File: config.mk
export PLATFORM = sky130hd
export DESIGN_NAME = kbd_sw_io_ctrl_flat
export DESIGN_NICKNAME = d
export VERILOG_FILES = /design/src/rtl/kbd_sw_io_ctrl_if.sv /design/src/rtl/kbd_sw_io_ctrl.sv /design/src/flat_wrapper.sv
export SDC_FILE = /design/constraint.sdc
export NUM_CORES = 1
export LEC_CHECK = 0
export CORE_UTILIZATION = 30
export CTS_BUF_LIST = sky130_fd_sc_hd__clkbuf_8
export CTS_CLUSTER_DIAMETER = 100
export DETAILED_ROUTE_END_ITERATION = 10
export GPL_ROUTABILITY_DRIVEN = 0
export PLACE_DENSITY = 0.66
export SYNTH_ARGS = -nofsm -noshare
export SYNTH_HDL_FRONTEND = slang
export SYNTH_SLANG_ARGS = --single-unit
File: constraint.sdc
create_clock -name clk -period 5 [get_ports clk]
set_input_delay 0.5 -clock clk [delete_from_list [all_inputs] [get_ports clk]]
set_output_delay 0.5 -clock clk [all_outputs]
set_load 0.005 [all_outputs]
File: src/rtl/kbd_sw_io_ctrl_if.sv
// MEM-stage bus between the CPU and the KEY/SW input controller.
// The controller exposes a combinational select/read path and a registered interrupt.
interface kbd_sw_io_ctrl_if #(
  parameter int DBITS = 32
);
  logic [DBITS-1:0] addr;
  logic [DBITS-1:0] wdata;
  logic             we;
  logic             re;
  logic             sel;
  logic [DBITS-1:0] rdata;
  logic             irq;

  modport master (output addr, wdata, we, re, input sel, rdata, irq);
  modport slave  (input addr, wdata, we, re, output sel, rdata, irq);
endinterface

File: src/rtl/kbd_sw_io_ctrl.sv
// Memory-mapped KEY/SW input controller: 2-flop sync, per-device debounce,
// debounced data registers, sticky ready/overrun status and interrupt enable.

// One input device: synchroniser, debounce counter, data register and status bits.
module kbd_sw_dev #(
  parameter int W               = 4,
  parameter int CNTBITS         = 17,
  parameter int DEBOUNCE_CYCLES = 100000,
  parameter bit INV             = 1'b0,
  parameter bit RST_LVL         = 1'b0
) (
  input  logic         clk,
  input  logic         rst_n,
  input  logic [W-1:0] raw,
  input  logic         rd_clr,
  input  logic         ctrl_wr,
  input  logic         wr_ie,
  input  logic         wr_ovf,
  output logic [W-1:0] data,
  output logic         ready,
  output logic         ovf,
  output logic         ie
);
  localparam logic [CNTBITS-1:0] LAST = CNTBITS'(DEBOUNCE_CYCLES - 1);

  logic [1:0][W-1:0]  sync;
  logic [W-1:0]       cand;
  logic [CNTBITS-1:0] cnt;
  logic [W-1:0]       cand_v;
  logic               evt;

  // cand stays in pin polarity so its reset value matches the synchroniser
  assign cand_v = INV ? ~cand : cand;
  assign evt    = (sync[1] == cand) && (cnt == LAST) && (cand_v != data);

  always_ff @(posedge clk or negedge rst_n) begin
    if (!rst_n) begin
      sync  <= {2{{W{RST_LVL}}}};
      cand  <= {W{RST_LVL}};
      cnt   <= '0;
      data  <= '0;
      ready <= 1'b0;
      ovf   <= 1'b0;
      ie    <= 1'b0;
    end else begin
      sync[0] <= raw;
      sync[1] <= sync[0];
      if (sync[1] != cand) begin
        cand <= sync[1];
        cnt  <= '0;
      end else if (cnt != LAST) begin
        cnt <= cnt + 1'b1;
      end else if (cand_v != data) begin
        data <= cand_v;
      end
      // a read landing on the commit edge consumes the old value but not the new one
      if (evt)         ready <= 1'b1;
      else if (rd_clr) ready <= 1'b0;
      if (evt && ready && !rd_clr) ovf <= 1'b1;
      else if (ctrl_wr && !wr_ovf) ovf <= 1'b0;
      if (ctrl_wr) ie <= wr_ie;
    end
  end
endmodule

module kbd_sw_io_ctrl #(
  parameter int               DBITS           = 32,
  parameter int               KEYBITS         = 4,
  parameter int               SWBITS          = 10,
  parameter int               DEBOUNCE_CYCLES = 100000,
  parameter int               CNTBITS         = 17,
  parameter logic [DBITS-1:0] ADDRKDATA       = 32'hFFFFF080,
  parameter logic [DBITS-1:0] ADDRKCTRL       = 32'hFFFFF084,
  parameter logic [DBITS-1:0] ADDRSDATA       = 32'hFFFFF090,
  parameter logic [DBITS-1:0] ADDRSCTRL       = 32'hFFFFF094
) (
  input  logic               clk,
  input  logic               RESET_N,
  input  logic [KEYBITS-1:0] key_n,
  input  logic [SWBITS-1:0]  sw,
  kbd_sw_io_ctrl_if.slave    bus
);
  logic               hit_kd, hit_kc, hit_sd, hit_sc;
  logic [KEYBITS-1:0] kdata;
  logic [SWBITS-1:0]  sdata;
  logic               kready, kovf, kie;
  logic               sready, sovf, sie;
  logic               unused_wdata;

  assign hit_kd  = (bus.addr == ADDRKDATA);
  assign hit_kc  = (bus.addr == ADDRKCTRL);
  assign hit_sd  = (bus.addr == ADDRSDATA);
  assign hit_sc  = (bus.addr == ADDRSCTRL);
  assign bus.sel = hit_kd | hit_kc | hit_sd | hit_sc;
  assign unused_wdata = ^{bus.wdata[DBITS-1:5], bus.wdata[3], bus.wdata[1:0]};

  // KEY pins are active-low; inverting after sync makes pressed read as 1
  kbd_sw_dev #(
    .W(KEYBITS), .CNTBITS(CNTBITS), .DEBOUNCE_CYCLES(DEBOUNCE_CYCLES),
    .INV(1'b1), .RST_LVL(1'b1)
  ) u_key (
    .clk     (clk),
    .rst_n   (RESET_N),
    .raw     (key_n),
    .rd_clr  (bus.re && hit_kd),
    .ctrl_wr (bus.we && hit_kc),
    .wr_ie   (bus.wdata[4]),
    .wr_ovf  (bus.wdata[2]),
    .data    (kdata),
    .ready   (kready),
    .ovf     (kovf),
    .ie      (kie)
  );

  kbd_sw_dev #(
    .W(SWBITS), .CNTBITS(CNTBITS), .DEBOUNCE_CYCLES(DEBOUNCE_CYCLES),
    .INV(1'b0), .RST_LVL(1'b0)
  ) u_sw (
    .clk     (clk),
    .rst_n   (RESET_N),
    .raw     (sw),
    .rd_clr  (bus.re && hit_sd),
    .ctrl_wr (bus.we && hit_sc),
    .wr_ie   (bus.wdata[4]),
    .wr_ovf  (bus.wdata[2]),
    .data    (sdata),
    .ready   (sready),
    .ovf     (sovf),
    .ie      (sie)
  );

  always_comb begin
    bus.rdata = '0;
    if (hit_kd) bus.rdata = DBITS'(kdata);
    if (hit_kc) bus.rdata = DBITS'({kie, 1'b0, kovf, 1'b0, kready});
    if (hit_sd) bus.rdata = DBITS'(sdata);
    if (hit_sc) bus.rdata = DBITS'({sie, 1'b0, sovf, 1'b0, sready});
  end

  always_ff @(posedge clk or negedge RESET_N) begin
    if (!RESET_N) bus.irq <= 1'b0;
    else          bus.irq <= (kready & kie) | (sready & sie);
  end
endmodule

File: src/flat_wrapper.sv
// flat-port wrapper written by rule: the top's interface ports become plain ports
module kbd_sw_io_ctrl_flat 
#(
  parameter int               DBITS           = 32,
  parameter int               KEYBITS         = 4,
  parameter int               SWBITS          = 10,
  parameter int               DEBOUNCE_CYCLES = 100000,
  parameter int               CNTBITS         = 17,
  parameter logic [DBITS-1:0] ADDRKDATA       = 32'hFFFFF080,
  parameter logic [DBITS-1:0] ADDRKCTRL       = 32'hFFFFF084,
  parameter logic [DBITS-1:0] ADDRSDATA       = 32'hFFFFF090,
  parameter logic [DBITS-1:0] ADDRSCTRL       = 32'hFFFFF094
)
  (clk, RESET_N, key_n, sw, bus_addr, bus_wdata, bus_we, bus_re, bus_sel, bus_rdata, bus_irq);
  kbd_sw_io_ctrl_if #(.DBITS(DBITS)) bus_i ();
  input  logic clk;
  input  logic RESET_N;
  input  logic [KEYBITS-1:0] key_n;
  input  logic [SWBITS-1:0] sw;
  input wire logic [$bits(bus_i.addr)-1:0] bus_addr;
  input wire logic [$bits(bus_i.wdata)-1:0] bus_wdata;
  input wire logic [$bits(bus_i.we)-1:0] bus_we;
  input wire logic [$bits(bus_i.re)-1:0] bus_re;
  output wire logic [$bits(bus_i.sel)-1:0] bus_sel;
  output wire logic [$bits(bus_i.rdata)-1:0] bus_rdata;
  output wire logic [$bits(bus_i.irq)-1:0] bus_irq;
  assign bus_i.addr = bus_addr;
  assign bus_i.wdata = bus_wdata;
  assign bus_i.we = bus_we;
  assign bus_i.re = bus_re;
  assign bus_sel = bus_i.sel;
  assign bus_rdata = bus_i.rdata;
  assign bus_irq = bus_i.irq;
  kbd_sw_io_ctrl #(.DBITS(DBITS), .KEYBITS(KEYBITS), .SWBITS(SWBITS), .DEBOUNCE_CYCLES(DEBOUNCE_CYCLES), .CNTBITS(CNTBITS), .ADDRKDATA(ADDRKDATA), .ADDRKCTRL(ADDRKCTRL), .ADDRSDATA(ADDRSDATA), .ADDRSCTRL(ADDRSCTRL)) u_core (.clk(clk), .RESET_N(RESET_N), .key_n(key_n), .sw(sw), .bus(bus_i));
endmodule
* Yosys cells after proc, flatten, opt, wreduce, memory -nomap -nowiden
Cells that the tools add are included.
** Storage, ports and cells
- Input port bits :: 82
- Logic and storage cells :: 85
- Flip-flop bits (word level) :: 97
** Cells by class
- Eq/ne operators :: 14
- $add $sub $neg :: 2
- Mux-type cells :: 16
- Bitwise logic cells :: 11
- Reductions and logical operators :: 25
** Operators by type and width (count)
- $eq A32 B32 Y1 const B :: 4
- $mux W32 :: 3
- $mux W17 :: 4
- $add A17 B1 Y17 const B :: 2
- $eq A17 B17 Y1 const B :: 2
- $ne A17 B17 Y1 const B :: 2
- $ne A10 B10 Y1 :: 2
- $logic_and A1 B1 Y1 :: 14
- $reduce_bool A2 Y1 :: 6
- $eq A10 B10 Y1 :: 1
- $mux W1 :: 8
- $ne A4 B4 Y1 :: 2
- $reduce_and A3 Y1 :: 2
- $eq A4 B4 Y1 :: 1
- $mux W4 :: 1
- $not A1 Y1 :: 4
- $not A4 Y4 :: 1
- $or A1 B1 Y1 :: 4
- $logic_not A1 Y1 :: 3
- $and A1 B1 Y1 :: 2

* Longest topological paths before layout
- Word-level depth :: 6
- Gate-level depth with buffers :: 8

* Hierarchy
From an unflattened synthesis, not the netlist that was laid out.
** Second synthesis, totals
- Cell total of the unflattened synthesis :: 411
- Area, all modules :: 4599.4 µm²
** Modules (own cells, without submodules)
- kbd_sw_dev (u_core.u_sw) :: times used 1, cells each 186, area an instance 2386.0 µm²
- kbd_sw_dev (u_core.u_key) :: times used 1, cells each 151, area an instance 1612.8 µm²
- kbd_sw_io_ctrl :: times used 1, cells each 74, area an instance 600.6 µm²

* Worst setup path before layout
Ideal clock, no wire load.
- Path kind :: input -> output
- Start point :: in bus_addr[9]
- End point :: out bus_rdata[1]
- Data arrival time :: 1.891 ns
- Data required time :: 4.500 ns
- Setup slack :: 2.609 ns
- Path buffers :: 1
- Stages :: 6
- Cell sequence :: or4b_1 nor3b_1 nand4_1 buf_2 or2_1 nor2_1
** On the way
- Longest elaborated chain between the ends :: 5
- Elaborated cells on any way between the ends :: 8
** RTL lines
- start: declaration :: line flat_wrapper.sv:20 : input wire logic [$bits(bus_i.addr)-1:0] bus_addr;
- $eq A32 B32 Y1 :: line kbd_sw_io_ctrl.sv:90 : assign hit_kd = (bus.addr == ADDRKDATA);
- $mux W4 :: line kbd_sw_io_ctrl.sv:134 : if (hit_kd) bus.rdata = DBITS'(kdata);
- $mux W32 :: line kbd_sw_io_ctrl.sv:135 : if (hit_kc) bus.rdata = DBITS'({kie, 1'b0, kovf, 1'b0, kready});
- $mux W32 :: line kbd_sw_io_ctrl.sv:136 : if (hit_sd) bus.rdata = DBITS'(sdata);
- $mux W32 * :: line kbd_sw_io_ctrl.sv:137 : if (hit_sc) bus.rdata = DBITS'({sie, 1'b0, sovf, 1'b0, sready});
- end: declaration :: line flat_wrapper.sv:25 : output wire logic [$bits(bus_i.rdata)-1:0] bus_rdata;
Every way passes the cells marked *; elsewhere a longest branch is shown, timed or not.

* Final worst setup path
- Start point :: in bus_addr[9]
- End point :: out bus_rdata[8]
** On the way
- Longest elaborated chain between the ends :: 3
- Elaborated cells on any way between the ends :: 4
** RTL lines
- $eq A32 B32 Y1 :: line kbd_sw_io_ctrl.sv:92 : assign hit_sd = (bus.addr == ADDRSDATA);
- $mux W32 :: line kbd_sw_io_ctrl.sv:136
- $mux W32 * :: line kbd_sw_io_ctrl.sv:137
Marked as above.

==> metrics.yaml <==
pre_cts_ws_ns: 1.505
grt-ovfl-total: 0
cp_cell_sequence: "clkdlybuf4s50_1, or4b_1, nor3b_1, nand4_1, buf_4, or2_1, nor2_1, clkdlybuf4s50_1"
p_sw_share_pct: 22.70
period_needed_ns: 3.457
rows: 43
final_cell_mix: "dfrtp_1 (85), clkdlybuf4s50_1 (62), nor2_1 (44)"
crit_top_cell: "clkdlybuf4s50_1"
die_area_um2: 15050
start_kind: "input port"
insertedDiodeCount: 0
nets: 530
yosys.area.top_type_share_pct: 48.68
clkTransAtPathRegs_ns: 0.09
layout_setup_ws_ns: 1.543
grt_max_degree: 96
wl_um: 7866
r2r_start: "u_core.u_key.cand[2]"
remaining_drc_errors: 0
viasPerCell: 4.533
pwr-share-seq_pct: 58.3
combPwrFrac_pct: 6.2
total_power_uw: 1405
finalSetupViolations: 0
synth.area.top_cells: "dfrtp_1 (49%), dfstp_2 (7.2%), xnor2_1 (5.6%)"
cts_resized: 0
grt_pass1_wl_um: 12610
drt_iter0_markers: 143
cts_root_buffer: "clkbuf_8"
yosysSeqAreaShare_pct: 55.90
clkPwrFrac_pct: 35.5
yosysWarningCount: 0
tns_ns: 0
critical_path.slowest_cell: "clkdlybuf4s50_1"
cts.sinks: 97
cts_tree: "yes"
placed_area_um2: 5057
required_ns: 4.50
hold_start: "u_core.u_sw.sync[1]"
grt_pass1_vias: 2713
netSwitchingPower_uw: 318.8
fmax_mhz: 289.2
final_cells: 630
syn_inst: 392
clockBufferDepth: 2
cts_made_buffers: 9
antenna_found_initial: 0
dr.pass1.iters: 4
drive_gt1_share_pct: 9.556
slew_headroom_pct: 23.09
synthDistinctLibCells: 47
coreArea_um2: 14040
syn_area_um2: 4369
start_util_pct: 31.11
synth-edff-count: 0
synthArstFlopShare_pct: 100.0
setup.worst_path.start: "bus_addr[9]"
io_pins: 116
rsz0062_at_grt: "no"
p_leak_uw: 0.002149
syn_avg_cell_area_um2: 11.15
placed_cells: 614
vias: 2856
syn2layout_area_growth_pct: 20.39
portBuffers: 63
fp.dieH_um: 122.7
worst_slew_pin_slew_ns: 1.154
synth-seq-cells: 97
crit_path_end_kind: "output pin"
insertion_delay_ns: 0.36
cp_max_fo: 12
critPathMaxStageDelay_ns: 0.53
slew_violations: 0
worstHoldPathType: "reg2reg"
power.internal_uw: 1086
worstSetupPathType: "in2out"
layout_commonest_cell: "dfrtp_1"
fin_area_um2: 5260
finalCritPeriodShare_pct: 69.15
status: "completed"
finClkSkew_ns: 0.009612
die_w_um: 122.7
power.density_nw_per_um2: 267.0
synth-main-ff-cell: "dfrtp_1"
hold_violations: 0
drv_cap: 0
grt_util_all_layers_pct: 10.93
ant_nets: 0
ir_drop_v: 0.0001166
routedWlPerCell_um: 12.49
cts_max_level: 3
place_hpwl_um: 5653
arrival_ns: 2.96
yosysTopAreaCell: "dfrtp_1"
==> critical path, delay by kind of cell <==
family	cells	cell delay, ns
buffers and inverters	3	1.12
and+or+nand+nor	5	1.32
==> area by class of cell <==
class                   instances  area (um^2)
clock inverters                 6        68.82
fillers                      1332         8782
inverters                       8        30.03
clock buffers                   9        123.9
well taps                     180        225.2
repair buffers                 66        653.1
multi-input cells             264         1717
flip-flops and latches         97         2442
==> cell usage after synthesis (2+ instances only) <==
master,number
mux4_2,2
nor2_1,44
nand2b_1,3
ha_1,2
nor4_1,5
and3_1,5
buf_2,3
o21ai_0,11
xnor2_1,28
and4_1,4
mux2_1,8
dfrtp_1,85
xor2_1,24
and4bb_2,2
o31ai_1,2
clkbuf_1,18
or3_1,5
nor2b_1,3
a21oi_1,6
nand3_1,10
and2_1,7
mux2_2,5
inv_1,8
nor3_1,8
nand2_1,25
nand4_1,11
buf_4,22
dfstp_2,12
mux2i_1,4
nand4b_1,3
==> power by group through the flow <==
stage	clock network, uW	logic, uW	registers, uW
global route	549	98.4	822
floorplan	0	43.7	830
detailed placement	0	88.1	835
global placement	0	86.5	834
finish	499	87.2	819
CTS	520	89.2	819
==> stage by stage <==
stage | util (%) | hold slack (ns)
after floorplan | - | 0.2044
after global placement | 36.02 | 0.2882
after detailed placement | 36.02 | 0.2874
after CTS | 37.46 | 0.3544
after global routing | 37.46 | 0.3641
final | 37.46 | 0.3470
==> path summary, 6_finish.rpt <==
kind	endpoint	slack, ns	depth (start not counted)
min	u_core.u_sw.sync[11]	0.35	0
min reg2reg	u_core.u_sw.sync[11]	0.35	0
min in group asynchronous	u_core.u_key.cnt[0]	0.46	2
max in group asynchronous	u_core.u_sw.cnt[11]	3.26	3
max reg2reg	u_core.u_key.ovf	2.58	5
max	bus_rdata[8]	1.54	8
==> per-layer routing <==
layer | part of all wire, % | wire length [um] | track usage, % | up-vias
li1 | - | - | - | 1373
met1 | 45 | 3568 | 14.06 | 1372
met2 | 47 | 3687 | 17.49 | 101
met3 | 6.1 | 482 | 2.138 | 10
met4 | 1.6 | 128 | 5.488 | 0
met5 | 0 | 0 | 0 | -
==> state kept, by name (all words and copies together) (netlist names), 4 cells and up <==
name               count
u_core.u_sw.sync      20
u_core.u_key.cnt      17
u_core.u_sw.cnt       17
u_core.u_sw.cand      10
u_core.u_sw.data      10
u_core.u_key.sync      8
u_core.u_key.cand      4
u_core.u_key.data      4
==> repair_timing <==
item	4_1_cts	5_1_grt
endpoints found under the hold margin	2	0
buffers inserted	0	0
hold buffers	1	0
==> logic make-up after synthesis <==
| kind of cell | after synthesis | share of synthesized area [%] |
|---|---|---|
| simple gates | 144 | 17.58 |
| flops | 97 | 55.90 |
| xor+xnor | 52 | 10.42 |
| buf+inv | 52 | 6.615 |
| compound gates | 25 | 3.522 |
| mux | 19 | 5.298 |
| fa+ha+maj | 2 | 0.5726 |
| other cells | 1 | 0.08583 |
Note: power is estimated with default switching activity, not from simulation.
